$ cat config.mk
export PLATFORM = sky130hd
export DESIGN_NAME = ar_xbar_router
export DESIGN_NICKNAME = d
export VERILOG_FILES = /design/src/rtl/ar_xbar_router.sv
export SDC_FILE = /design/constraint.sdc
export NUM_CORES = 1
export LEC_CHECK = 0
export ABC_AREA = 0
export CAP_MARGIN = 20
export CORE_MARGIN = 3
export CORE_UTILIZATION = 35
export CTS_CLUSTER_DIAMETER = 30
export DETAILED_ROUTE_END_ITERATION = 10
export GPL_TIMING_DRIVEN = 0
export PLACE_DENSITY = 0.8
export SLEW_MARGIN = 10
export SYNTH_ARGS = -nofsm -noshare
export SYNTH_HDL_FRONTEND = slang
export SYNTH_SLANG_ARGS = --single-unit
$ cat constraint.sdc
create_clock -name clk -period 2.44 [get_ports clk]
set_input_delay 0.732 -clock clk [delete_from_list [all_inputs] [get_ports clk]]
set_output_delay 0.732 -clock clk [all_outputs]
set_load 0.01 [all_outputs]
$ cat src/rtl/ar_xbar_router.sv
// rtl/ar_xbar_router.sv - AXI read-address crossbar: round-robin arbitration, address decode, outstanding-read limiting
//
// Optional feature macro: AR_SAME_SLAVE_EN
//   When defined, a master with reads outstanding may only issue to the target of its last issued request.
//
// Ports:
//   clk        clock
//   rst        asynchronous reset, active-low
//   arid_m     master ARID, master k in slice k          (NUM_M*ID_W)
//   araddr_m   master ARADDR                             (NUM_M*ADDR_W)
//   arlen_m    master ARLEN                              (NUM_M*LEN_W)
//   arsize_m   master ARSIZE                             (NUM_M*SIZE_W)
//   arburst_m  master ARBURST                            (NUM_M*2)
//   arvalid_m  master ARVALID                            (NUM_M)
//   arready_m  master ARREADY, winner only               (NUM_M)
//   rdone_m    RLAST handshake pulse per master          (NUM_M)
//   arid_s     {master index, ARID} to all slaves        (IDS_W)
//   araddr_s   shared slave ARADDR                       (ADDR_W)
//   arlen_s    shared slave ARLEN                        (LEN_W)
//   arsize_s   shared slave ARSIZE                       (SIZE_W)
//   arburst_s  shared slave ARBURST                      (2)
//   arvalid_s  per-slave ARVALID, bit NUM_S = default    (NUM_S+1)
//   arready_s  per-slave ARREADY, bit NUM_S = default    (NUM_S+1)

module ar_xbar_router #(
  parameter int NUM_M  = 2,
  parameter int NUM_S  = 5,
  parameter int ID_W   = 4,
  parameter int IDS_W  = ID_W + $clog2(NUM_M),
  parameter int ADDR_W = 32,
  parameter int LEN_W  = 4,
  parameter int SIZE_W = 3,
  parameter logic [NUM_S*ADDR_W-1:0] SLV_BASE = {32'h4000_0000, 32'h2000_0000, 32'h1000_0000,
                                                 32'h0001_0000, 32'h0000_0000},
  parameter logic [NUM_S*ADDR_W-1:0] SLV_MASK = {32'hC000_0000, 32'hF000_0000, 32'hF000_0000,
                                                 32'hFFFF_0000, 32'hFFFF_0000},
  parameter int MAX_OUT = 4
) (
  input  logic                     clk,
  input  logic                     rst,
  input  logic [NUM_M*ID_W-1:0]    arid_m,
  input  logic [NUM_M*ADDR_W-1:0]  araddr_m,
  input  logic [NUM_M*LEN_W-1:0]   arlen_m,
  input  logic [NUM_M*SIZE_W-1:0]  arsize_m,
  input  logic [NUM_M*2-1:0]       arburst_m,
  input  logic [NUM_M-1:0]         arvalid_m,
  output logic [NUM_M-1:0]         arready_m,
  input  logic [NUM_M-1:0]         rdone_m,
  output logic [IDS_W-1:0]         arid_s,
  output logic [ADDR_W-1:0]        araddr_s,
  output logic [LEN_W-1:0]         arlen_s,
  output logic [SIZE_W-1:0]        arsize_s,
  output logic [1:0]               arburst_s,
  output logic [NUM_S:0]           arvalid_s,
  input  logic [NUM_S:0]           arready_s
);

  localparam int MI_W  = IDS_W - ID_W;
  localparam int TGT_W = $clog2(NUM_S + 1);
  // Eligibility looks at the pre-update count, so one request sitting in the
  // output register can push a master to MAX_OUT+1; size the counter for it.
  localparam int CNT_W = $clog2(MAX_OUT + 2);

  logic              full_q;
  logic [TGT_W-1:0]  tgt_q;
  logic [MI_W-1:0]   rr_ptr;
  logic [CNT_W-1:0]  cnt_q [NUM_M];
  logic [TGT_W-1:0]  dec_tgt [NUM_M];
  logic [NUM_M-1:0]  elig;
  logic [NUM_M-1:0]  cnt_inc;
  logic [NUM_M-1:0]  cnt_dec;
  logic              slv_hs;
  logic              accept;
  logic              gnt_vld;
  logic [MI_W-1:0]   gnt_idx;
  logic [ID_W-1:0]   sel_id;
  logic [ADDR_W-1:0] sel_addr;
  logic [LEN_W-1:0]  sel_len;
  logic [SIZE_W-1:0] sel_size;
  logic [1:0]        sel_burst;
`ifdef AR_SAME_SLAVE_EN
  logic [TGT_W-1:0]  last_tgt [NUM_M];
`endif

  // Lowest matching slave wins; no match falls through to the default slave.
  function automatic logic [TGT_W-1:0] decode(input logic [ADDR_W-1:0] addr);
    logic [TGT_W-1:0] t;
    t = TGT_W'(NUM_S);
    for (int i = NUM_S - 1; i >= 0; i--) begin
      if ((addr & SLV_MASK[i*ADDR_W +: ADDR_W]) == SLV_BASE[i*ADDR_W +: ADDR_W]) begin
        t = TGT_W'(i);
      end
    end
    return t;
  endfunction

  always_comb begin
    elig = '0;
    for (int k = 0; k < NUM_M; k++) begin
      dec_tgt[k] = decode(araddr_m[k*ADDR_W +: ADDR_W]);
      elig[k]    = arvalid_m[k] && (cnt_q[k] < CNT_W'(MAX_OUT));
`ifdef AR_SAME_SLAVE_EN
      // Keeps R returns in order: no switching targets while reads are in flight.
      if ((cnt_q[k] != '0) && (dec_tgt[k] != last_tgt[k])) begin
        elig[k] = 1'b0;
      end
`endif
    end
  end

  // Round-robin search starting at rr_ptr.
  always_comb begin
    gnt_vld = 1'b0;
    gnt_idx = '0;
    for (int i = 0; i < NUM_M; i++) begin
      if (!gnt_vld && elig[(int'(rr_ptr) + i) % NUM_M]) begin
        gnt_vld = 1'b1;
        gnt_idx = MI_W'((int'(rr_ptr) + i) % NUM_M);
      end
    end
  end

  // The register can take a new request when empty or when its current
  // request leaves this cycle; reset gates the master-side ready.
  assign slv_hs = full_q && arready_s[tgt_q];
  assign accept = rst && (!full_q || slv_hs);

  always_comb begin
    arready_m = '0;
    if (accept && gnt_vld) begin
      arready_m[gnt_idx] = 1'b1;
    end
  end

  always_comb begin
    arvalid_s = '0;
    if (full_q) begin
      arvalid_s[tgt_q] = 1'b1;
    end
  end

  always_comb begin
    sel_id    = arid_m[gnt_idx*ID_W +: ID_W];
    sel_addr  = araddr_m[gnt_idx*ADDR_W +: ADDR_W];
    sel_len   = arlen_m[gnt_idx*LEN_W +: LEN_W];
    sel_size  = arsize_m[gnt_idx*SIZE_W +: SIZE_W];
    sel_burst = arburst_m[gnt_idx*2 +: 2];
  end

  always_comb begin
    cnt_inc = '0;
    cnt_dec = '0;
    for (int k = 0; k < NUM_M; k++) begin
      cnt_inc[k] = slv_hs && (arid_s[IDS_W-1:ID_W] == MI_W'(k));
      cnt_dec[k] = rdone_m[k] && (cnt_q[k] != '0);
    end
  end

  always_ff @(posedge clk or negedge rst) begin
    if (!rst) begin
      full_q    <= 1'b0;
      tgt_q     <= '0;
      rr_ptr    <= '0;
      arid_s    <= '0;
      araddr_s  <= '0;
      arlen_s   <= '0;
      arsize_s  <= '0;
      arburst_s <= '0;
      for (int k = 0; k < NUM_M; k++) begin
        cnt_q[k] <= '0;
`ifdef AR_SAME_SLAVE_EN
        last_tgt[k] <= '0;
`endif
      end
    end else begin
      for (int k = 0; k < NUM_M; k++) begin
        if (cnt_inc[k] && !cnt_dec[k]) begin
          cnt_q[k] <= cnt_q[k] + 1'b1;
        end else if (!cnt_inc[k] && cnt_dec[k]) begin
          cnt_q[k] <= cnt_q[k] - 1'b1;
        end
      end
      if (accept && gnt_vld) begin
        full_q    <= 1'b1;
        tgt_q     <= dec_tgt[gnt_idx];
        arid_s    <= {gnt_idx, sel_id};
        araddr_s  <= sel_addr;
        arlen_s   <= sel_len;
        arsize_s  <= sel_size;
        arburst_s <= sel_burst;
        rr_ptr    <= (gnt_idx == MI_W'(NUM_M - 1)) ? '0 : gnt_idx + 1'b1;
`ifdef AR_SAME_SLAVE_EN
        last_tgt[gnt_idx] <= dec_tgt[gnt_idx];
`endif
      end else if (slv_hs) begin
        full_q <= 1'b0;
      end
    end
  end

endmodule
-- After elaboration in Yosys (flattened, before gate mapping)
Cells that the tools add are included.
- $add $sub $neg: 6
- $mul: 1
- $lt $le $gt $ge: 9
- equality and inequality tests: 8
- shift operators: 5
- muxes and demuxes: 37
- bitwise operators: 3
- reduce and logical (&&, ||, !) cells: 30
- operators with widths (kind ; count):
    32-bit zero test ; 2
    64-bit by 7-bit variable part select with 32-bit output ; 1
    3-bit two-way mux ; 15
    16-bit by 1-bit == test with 1-bit output (second input constant) ; 2
    1-bit two-way mux ; 17
    1-bit logical AND ; 16
    8-bit by 4-bit variable part select with 4-bit output ; 2
    4-bit by 1-bit == test with 1-bit output (second input constant) ; 2
    4-bit by 2-bit == test with 1-bit output (second input constant) ; 2
    3-bit by 1-bit adder with 3-bit output (second input constant) ; 2
    1-bit zero test ; 6
    3-bit < comparator (second input constant) ; 2
    6-bit two-way mux ; 1
    2-bit nonzero test ; 3
    3-bit nonzero test ; 2
    6-bit by 4-bit variable part select with 3-bit output ; 1
    3-bit by 1-bit subtractor with 3-bit output (second input constant) ; 2
    2-bit by 1-bit == test with 1-bit output (second input constant) ; 2
    1-bit by 2-bit < comparator with 1-bit output (second input constant) ; 2
    3-bit by 4-bit < comparator with 1-bit output (second input constant) ; 1
    4-bit by 3-bit variable part select with 2-bit output ; 1
    1-bit binary-select mux with 3-bit select ; 1
    1-bit demux with 3-bit select ; 1
    3-bit by 1-bit >= comparator with 1-bit output (second input constant) ; 1
    other kinds (11) ; 12
- flip-flop bits (word level): 57
- input bits: 102
- output and inout bits: 54
- logic and storage cells: 109

-- Longest topological paths before layout
Gate-level depths: netlist of the first run.
- word-level depth: 13
- depth in mapped cells: 12

-- Worst setup path before layout of the first run
Ideal clock, no wire load.
- path kind: in2reg
- start: in arready_s[3]
- end: reg cnt_q[1] in the netlist's numbering
- arrival time: 2.362 ns
- setup slack: -0.046 ns
- stages: 8
- buffers on the path: 0
- path through: mux2_1 > a22oi_2 > nand2_1 > and3_1 > ha_1 > inv_1 > fa_1 > mux2_2
- cells in the longest elaborated chain, start to end: 7
- RTL lines (what ; RTL line ; RTL):
    start, declared ; 55 ; input logic [NUM_S:0] arready_s
    1-bit binary-select mux with 3-bit select * ; 125 ; assign slv_hs = full_q && arready_s[tgt_q];
    1-bit two-way mux (implied by the code) * ; 125 ;
    1-bit logical AND * ; 125 ;
    1-bit logical AND * ; 154 ; cnt_inc[k] = slv_hs && (arid_s[IDS_W-1:ID_W] == MI_W'(k));
    1-bit zero test ; 179 ; end else if (!cnt_inc[k] && cnt_dec[k]) begin
    1-bit logical AND ; 179 ;
    2-bit nonzero test (no line) ; -- ;
    end signal, assigned by index ; 178 ; cnt_q[k] <= cnt_q[k] + 1'b1;
    end signal, assigned by index ; 180 ; cnt_q[k] <= cnt_q[k] - 1'b1;
    end, declared ; 67 ; logic [CNT_W-1:0] cnt_q [NUM_M];
Mark *: on every way between the ends. The rest lies on a longest branch, timed or not. The select of a mux whose other input is x is not followed.
A chain may end at the register's enable or synchronous reset.

-- Final worst setup path of the first run
- start: in arvalid_m[0]
- end: out arready_m[0]
- cells in the longest elaborated chain, start to end: 12
- RTL lines (what ; RTL line ; RTL):
    start, declared ; 46 ; input logic [NUM_M-1:0] arvalid_m,
    1-bit logical AND * ; 101 ; elig[k] = arvalid_m[k] && (cnt_q[k] < CNT_W'(MAX_OUT));
    1-bit two-way mux (implied by the code) (2 in a row) ; 116 ; if (!gnt_vld && elig[(int'(rr_ptr) + i) % NUM_M]) begin
    1-bit two-way mux ; 116 ;
    1-bit zero test ; 116 ;
    1-bit logical AND ; 116 ;
    1-bit two-way mux ; 116 ;
    1-bit by 2-bit < comparator with 1-bit output (implied by the code) / 1-bit >= comparator (equally long branches) ; 131 ; arready_m[gnt_idx] = 1'b1;
    1-bit logical AND (implied by the code) ; 131 ;
    1-bit two-way mux (implied by the code) ; 131 ;
    1-bit demux with 1-bit select ; 131 ;
    2-bit two-way mux * ; 130 ; if (accept && gnt_vld) begin
    end, declared ; 47 ; output logic [NUM_M-1:0] arready_m,
Marks and branches as above.

==> summary.md, run 1 <==
| Metric | Value |
|---|---|
| Worst Setup End Kind | `output port` |
| Initial core utilization | `0.370` |
| Critical Path Source Type | `input port` |
| Placed Cells incl. Taps | `549` |
| Clock Tree Root | `clkbuf_8` |
| Worst reg2reg path depth | `11` |
| Status | `finished, violations left` |
| Slew headroom | `0.776` |
| Final Util | `0.630` |
| GRT Util Overall | `0.182` |
| P_leak | `around 2.2 nW` |
| Tcrit/Tclk final | `1.08` |
| Top_reg_cell synth | `dfrtp_1` |
| CP endpoint | `arready_m[0]` |
| Total number of vias | `2782` |
| Reg2reg start | `tgt_q[0]` |
| Crit path launch | `arvalid_m[0]` |
| Antenna diode count | `0` |
| Detailed Route Iter0 Violations | `63` |
| Worst skew pair latency | `0.32 ns` |
| Seq cells post-synth | `57` |
| Worst Hold Class | `in2async` |
| Die ar. | `around 0.0096 sq mm` |
| Max-cap violations | `0` |
| Crit path largest cell delay | `0.23 ns` |
| Syn-to-layout area delta | `70.0%` |
| H-tree lvl count | `3` |
| Multi-input logic area | `0.00144 sq mm` |
| Clk_skew | `0.00692 ns` |
| Detailed Route WL | `8.80 mm` |
| Yosys cell types | `34` |
| DRC viols | `0` |
| Req. time, crit path | `between 1.5 and 2 ns` |
| Layout cells sized above 1 | `0.151` |
| First-pass GRT wire length | `14.1 mm` |
| Dpl hpwl | `6.71 mm` |
| Hold Fails Final Rpt | `0` |
| Mapped Avg Cell Area | `between 10 and 15 sq um` |
| CTS max path bufs | `2` |
| Top Usage Layer GRT | `met2` |
| Initial antenna violation count | `0` |
| Post-synth ARST share | `1.00` |
| Grt ovf | `0` |
| Routed vias/inst | `4.81` |
| Buffers on Ports | `between 150 and 200` |
| Cts bufs inserted | `9` |
| Met2 Usage GRT | `0.313` |
| Critical path arrival | `~1.9 ns` |
| Most frequent cells in the layout | `clkdlybuf4s50_1 (140), dfrtp_1 (56), nand2_1 (50)` |
| # rows | `32` |
| Synthesis Warnings | `0` |
| Maximum fanout along the worst path | `10` |
| CTS tree | `done` |
| P per Cell Area | `1070 mW/mm^2` |
| Most Frequent Cell on Critical Path | `buf_8` |
| Grt met1 use | `0.223` |
| Fin crit period | `2.63 ns` |
| Unrepaired setup endpoints after global routing | `yes` |
| Final worst setup slack | `-0.190 ns` |
| Ports | `156` |
| Post-synth net total | `398` |
| Worst-path clk slew | `0.06 ns` |
| Fmax | `380 MHz` |
| R2r endpoint | `cnt_q[4]` |
| Die width | `97.8 um` |
| CP max-delay cell | `dlygate4sd2_1` |
| Final setup fails | `2` |
| Register area | `between 0.001 and 0.0015 sq mm` |
| CTS sink cnt | `57` |
| GR met3 Demand/Resource | `0.0514` |
| Worst vdd ir | `0.000493 V` |
| Post-synth EDFFs | `0` |
| Vias in the first global route | `2920` |
| Cell Chain, Critical Path | `dlygate4sd2_1 > nor2b_4 > buf_4 > a21boi_4 > buf_8 > buf_8 > nor2_1 > buf_2` |
| Worst-margin pin slew | `0.334 ns` |
| Failing checks | `negative setup slack` |
| Routed Antenna Nets | `0` |
| Core Footprint | `between 0.007 and 0.008 sq mm` |
| Register-to-register setup slack | `roughly 0.09 ns` |
| GPL Wtd Cong | `between 0.8 and 0.9` |
| Largest net degree at the start of global routing | `59` |
| Pre-antenna DRT Iters | `4` |
| Cell Area, Synth | `0.00295 sq mm` |
| Mapped Cells | `292` |
| Sequential-to-total area share from yosys stat | `0.483` |
| Layout fillers | `678` |
| Final std cells w/o fill | `just under 600` |
| WL per Instance | `15.2 um` |
| Commonest non-fill, non-tap cell in the layout | `clkdlybuf4s50_1` |
| Max Slew Vio Count | `0` |
| Hold-fix buffers, CTS | `0` |
| Setup CP Type | `in2out` |
| Nets@finish | `between 500 and 600` |
| Die Ht | `97.8 um` |
[how the worst min path moves through the flow]
stage,from,to,slack [ns],cells past startpoint
after floorplan,rst,araddr_s[0],0.44,0
after global placement,arsize_s[2],arsize_s[2],0.46,2
after detailed placement,araddr_s[0],araddr_s[0],0.47,2
after CTS,rst,araddr_s[24],0.29,1
after global routing,rst,araddr_s[25],0.30,1
final,rst,araddr_s[25],0.28,1
[cell families after synthesis]
| logic type | after synthesis | share of synthesized area |
|---|---|---|
| AND/OR/NAND/NOR | 85 | 0.126 |
| multiplexers | 49 | 0.170 |
| buffers and inverters | 23 | 0.0479 |
| flip-flops | 57 | 0.483 |
| AO/OA/AOI/OAI | 66 | 0.127 |
| XOR/XNOR | 8 | 0.0237 |
| adder cells (fa/ha/maj) | 4 | 0.0221 |
[synth_stat cells, types with 4 or more instances]
cell,n,share of area
xor2_1,4,0.012
a21oi_1,6,0.010
dfrtp_1,57,0.48
nor2_1,11,0.014
buf_2,4,0.0068
clkbuf_2,4,0.0068
xnor2_1,4,0.012
inv_1,6,0.0076
buf_4,6,0.015
o21ai_0,49,0.083
nor2b_1,4,0.0085
nor4_1,7,0.015
nand2_1,52,0.066
mux2i_1,44,0.15
[worst max-delay path, delay by kind of cell]
family	cells	cell delay, ns
AO/OA/AOI/OAI	1	0.20
buffers and inverters	5	0.79
AND/OR/NAND/NOR	2	0.18
[per-layer routing]
layer  vias to the layer above  routed length, um  part of all wire
met4                         0                 80            0.0091
met5                         -                  0                 0
li1                       1384                  -                 -
met2                        82               4490              0.51
met3                         6                500             0.057
met1                      1310               3720              0.42
[power breakdown]
| group | leakage (nW) | internal, mW | switching, mW |
|---|---|---|---|
| logic | 1.41 | 1.55 | 1.24 |
| clock network | 0.112 | 0.534 | 0.351 |
| registers | 0.703 | 1.41 | 0.305 |
| total | 2.22 | 3.49 | 1.90 |
[layout make-up]
class | instances | area share
plain buffers | 17 | 0.0287
well taps | 102 | 0.0254
clock inverters | 1 | 0.000998
clock buffers | 15 | 0.0412
flip-flops and latches | 57 | 0.285
inverters | 6 | 0.00449
repair buffers | 168 | 0.328
multi-input cells | 212 | 0.287
[timing repair]
item	4_1_cts	5_1_grt
endpoints found under the setup margin	9	9
buffers inserted	9	4
resized for setup	48	8
cloned	0	0
pin swaps	4	3
[registers in the layout, indices dropped and copies added, names as in the netlist]
name	flops
arsize_s	3
rr_ptr	1
arlen_s	4
arid_s	5
arburst_s	2
cnt_q	6
full_q	1
araddr_s	32
tgt_q	3
[stage by stage]
step           area [sq um]  setup slack (ns)  setup TNS [ns]  hold slack (ns)  total power [mW]
2_1_floorplan          2950            0.0227               0            0.436              3.00
3_3_place_gp           4630             -3.10         -173.60            0.460              4.24
3_5_place_dp           4630             -1.16           -9.29            0.470              4.31
4_1_cts                4970            -0.193          -0.381            0.287              5.37
5_1_grt                5020            -0.262          -0.665            0.295              5.79
6_report               5020            -0.190          -0.376            0.280              5.39
Note: power is estimated with default switching activity, not from simulation.
==> run 2: changes to the inputs <==
--- a/config.mk
+++ b/config.mk
@@ -5,7 +5,6 @@
 export SDC_FILE = /design/constraint.sdc
 export NUM_CORES = 1
 export LEC_CHECK = 0
-export ABC_AREA = 0
 export CAP_MARGIN = 20
 export CORE_MARGIN = 3
 export CORE_UTILIZATION = 35
==> results of run 2 <==
Same layout as run 1: the final DEF is identical, and so are final timing and power.
==> run 3: changes to the inputs <==
--- a/config.mk
+++ b/config.mk
@@ -7,11 +7,11 @@
 export LEC_CHECK = 0
 export CAP_MARGIN = 20
 export CORE_MARGIN = 3
-export CORE_UTILIZATION = 35
+export CORE_UTILIZATION = 36
 export CTS_CLUSTER_DIAMETER = 30
 export DETAILED_ROUTE_END_ITERATION = 10
 export GPL_TIMING_DRIVEN = 0
-export PLACE_DENSITY = 0.8
+export PLACE_DENSITY = 0.81
 export SLEW_MARGIN = 10
 export SYNTH_ARGS = -nofsm -noshare
 export SYNTH_HDL_FRONTEND = slang
==> summary.md, run 3 (synthesized netlist as in run 1, its figures left out) <==
| Metric | Value |
|---|---|
| Vias in the first global route | `2938 (was 2920)` |
| Detailed Route WL | `9.61 mm (was 8.80 mm)` |
| DRC viols | `0 (unchanged)` |
| GRT Util Overall | `0.205 (was 0.182)` |
| Worst Hold Class | `in2async (unchanged)` |
| Routed vias/inst | `4.88 (was 4.81)` |
| Die Ht | `96.5 um (was 97.8 um)` |
| Worst-margin pin slew | `0.400 ns (was 0.334 ns)` |
| Tcrit/Tclk final | `1.09 (was 1.08)` |
| Die width | `96.5 um (was 97.8 um)` |
| Max FFs per register | `32 (unchanged)` |
| Nets@finish | `593 (was 577)` |
| P per Cell Area | `1070 mW/mm^2 (about the same)` |
| Antenna diode count | `0 (unchanged)` |
| Commonest non-fill, non-tap cell in the layout | `clkdlybuf4s50_1 (unchanged)` |
| Placed Cells incl. Taps | `549 (unchanged)` |
| P_leak | `2.26 nW (was 2.22 nW)` |
| Register-to-register setup slack | `-0.07 ns (was 0.09 ns)` |
| Die ar. | `0.00932 sq mm (was 0.00957 sq mm)` |
| Worst skew pair latency | `0.32 ns (about the same)` |
| Grt ovf | `0 (unchanged)` |
| Slew headroom | `0.731 (was 0.776)` |
| Top delay family on crit path | `buffers and inverters (unchanged)` |
| Clk_skew | `0.00809 ns (was 0.00692 ns)` |
| Final setup fails | `6 (was 2)` |
| Largest Register | `araddr_s (unchanged)` |
| Worst-path clk slew | `0.05 ns (was 0.06 ns)` |
| Largest regs | `araddr_s x32, cnt_q x6, arid_s x5 (unchanged)` |
| Fin crit period | `2.66 ns (was 2.63 ns)` |
| WL per Instance | `16.3 um (was 15.2 um)` |
| Reg2reg start | `tgt_q[0] (unchanged)` |
| Most frequent cells in the layout | `clkdlybuf4s50_1 (141), dfrtp_1 (54), nand2_1 (49) (was clkdlybuf4s50_1 (140), dfrtp_1 (56), nand2_1 (50))` |
| Area post-placement | `0.00463 sq mm (unchanged)` |
| # rows | `32 (unchanged)` |
| Cts bufs inserted | `9 (unchanged)` |
| Crit path launch | `arready_s[2] (was arvalid_m[0])` |
| Ports | `156 (unchanged)` |
| Req. time, crit path | `1.71 ns (about the same)` |
| Design area | `0.00515 sq mm (was 0.00502 sq mm)` |
| Core Footprint | `0.00785 sq mm (was 0.00797 sq mm)` |
| CP endpoint | `arready_m[0] (unchanged)` |
| Largest net degree at the start of global routing | `59 (unchanged)` |
| Worst vdd ir | `0.000475 V (was 0.000493 V)` |
| Dpl hpwl | `6.86 mm (was 6.71 mm)` |
| Critical Path Source Type | `input port (unchanged)` |
| Final std cells w/o fill | `590 (was 578)` |
| Max-cap violations | `0 (unchanged)` |
| Max Slew Vio Count | `0 (unchanged)` |
| Maximum fanout along the worst path | `3 (was 10)` |
| Crit path largest cell delay | `0.28 ns (was 0.23 ns)` |
| R2r endpoint | `cnt_q[1] (was cnt_q[4])` |
| Clock Tree Root | `clkbuf_8 (unchanged)` |
| Initial core utilization | `0.376 (was 0.370)` |
| Cell Chain, Critical Path | `clkdlybuf4s15_1 > mux2_4 > a22oi_2 > a31o_1 > buf_6 > buf_8 > nor2_2 > buf_2 (was dlygate4sd2_1 > nor2b_4 > buf_4 > a21boi_4 > buf_8 > buf_8 > nor2_1 > buf_2)` |
| Failing checks | `negative setup slack (unchanged)` |
| Initial antenna violation count | `0 (unchanged)` |
| Hold Fails Final Rpt | `0 (unchanged)` |
| CP max-delay cell | `mux2_4 (was dlygate4sd2_1)` |
| CTS sink cnt | `57 (unchanged)` |
| Total number of vias | `2880 (was 2782)` |
| Setup CP Type | `in2out (unchanged)` |
| Fmax | `376 MHz (was 380 MHz)` |
| CTS max path bufs | `2 (unchanged)` |
| Pre-antenna DRT Iters | `4 (unchanged)` |
| Crit path buffers/inverters | `4 (was 5)` |
| Total power | `5.50 mW (was 5.39 mW)` |
| Syn-to-layout area delta | `74.6% (was 70.0%)` |
| GPL Wtd Cong | `0.851 (was 0.846)` |
| Layout cells sized above 1 | `0.195 (was 0.151)` |
| Buffers on Ports | `155 (unchanged)` |
| Routed Antenna Nets | `0 (unchanged)` |
| Critical path arrival | `1.93 ns (was 1.90 ns)` |
| Worst Setup End Kind | `output port (unchanged)` |
| Final worst setup slack | `-0.223 ns (was -0.190 ns)` |
| Worst reg2reg path depth | `11 (unchanged)` |
| Detailed Route Iter0 Violations | `126 (was 63)` |
| Status | `finished, violations left (unchanged)` |
| CTS tree | `done (unchanged)` |
| First-pass GRT wire length | `14.5 mm (was 14.1 mm)` |
| Crit path depth | `8 (unchanged)` |
| H-tree lvl count | `3 (unchanged)` |
| Unrepaired setup endpoints after global routing | `yes (unchanged)` |
[run 3: how the worst min path moves through the flow]
stage,start,endpoint,slack (ns),cells past startpoint
finish,rst,araddr_s[28],0.24,1
global route,rst,cnt_q[2],0.23,1
CTS,rst,araddr_s[24],0.29,1
detailed placement,araddr_s[4],araddr_s[4],0.47,2
global placement,arburst_s[0],arburst_s[0],0.46,2
floorplan,rst,araddr_s[0],0.44,0
[run 3: repair_timing]
item | in CTS | in global routing
hold buffers | 0 | 0
pin swaps | 6 | 7
gates resized for setup | 50 | 24
cloned | 0 | 1
buffers inserted | 25 | 9
endpoints found under the setup margin | 7 | 11
[run 3: cell type report]
| cell class | instances | area, sq um |
|---|---|---|
| Fill cell | 637 | 2700 |
| Timing Repair Buffer | 185 | 1800 |
| Multi-Input combinational cell | 212 | 1480 |
| Sequential cell | 57 | 1430 |
| Clock buffer | 11 | 151 |
| Buffer | 16 | 129 |
| Tap cell | 102 | 128 |
| Inverter | 6 | 22.5 |
| Clock inverter | 1 | 5.00 |
[run 3: metrics by stage]
| stage | setup WS, ns | util | hold WS (ns) | setup TNS [ns] |
|---|---|---|---|---|
| 6_report | -0.223 | 0.656 | 0.236 | -0.776 |
| 3_3_place_gp | -3.11 | 0.590 | 0.462 | -172.17 |
| 4_1_cts | -0.187 | 0.641 | 0.293 | -0.538 |
| 5_1_grt | -0.275 | 0.656 | 0.232 | -1.39 |
| 2_1_floorplan | 0.0227 | - | 0.436 | 0 |
| 3_5_place_dp | -1.17 | 0.590 | 0.471 | -8.85 |
[run 3: metal layers]
layer,track usage,vias to the layer above,share of wire
li1,-,1413,-
met1,0.235,1357,0.38
met2,0.365,92,0.54
met3,0.0457,18,0.054
met4,0.0923,0,0.020
met5,0,-,0
[run 3: power breakdown]
part	internal, mW	switching, mW
Sequential	1.41	0.320
Combinational	1.68	1.35
Clock	0.399	0.336
Total	3.49	2.01
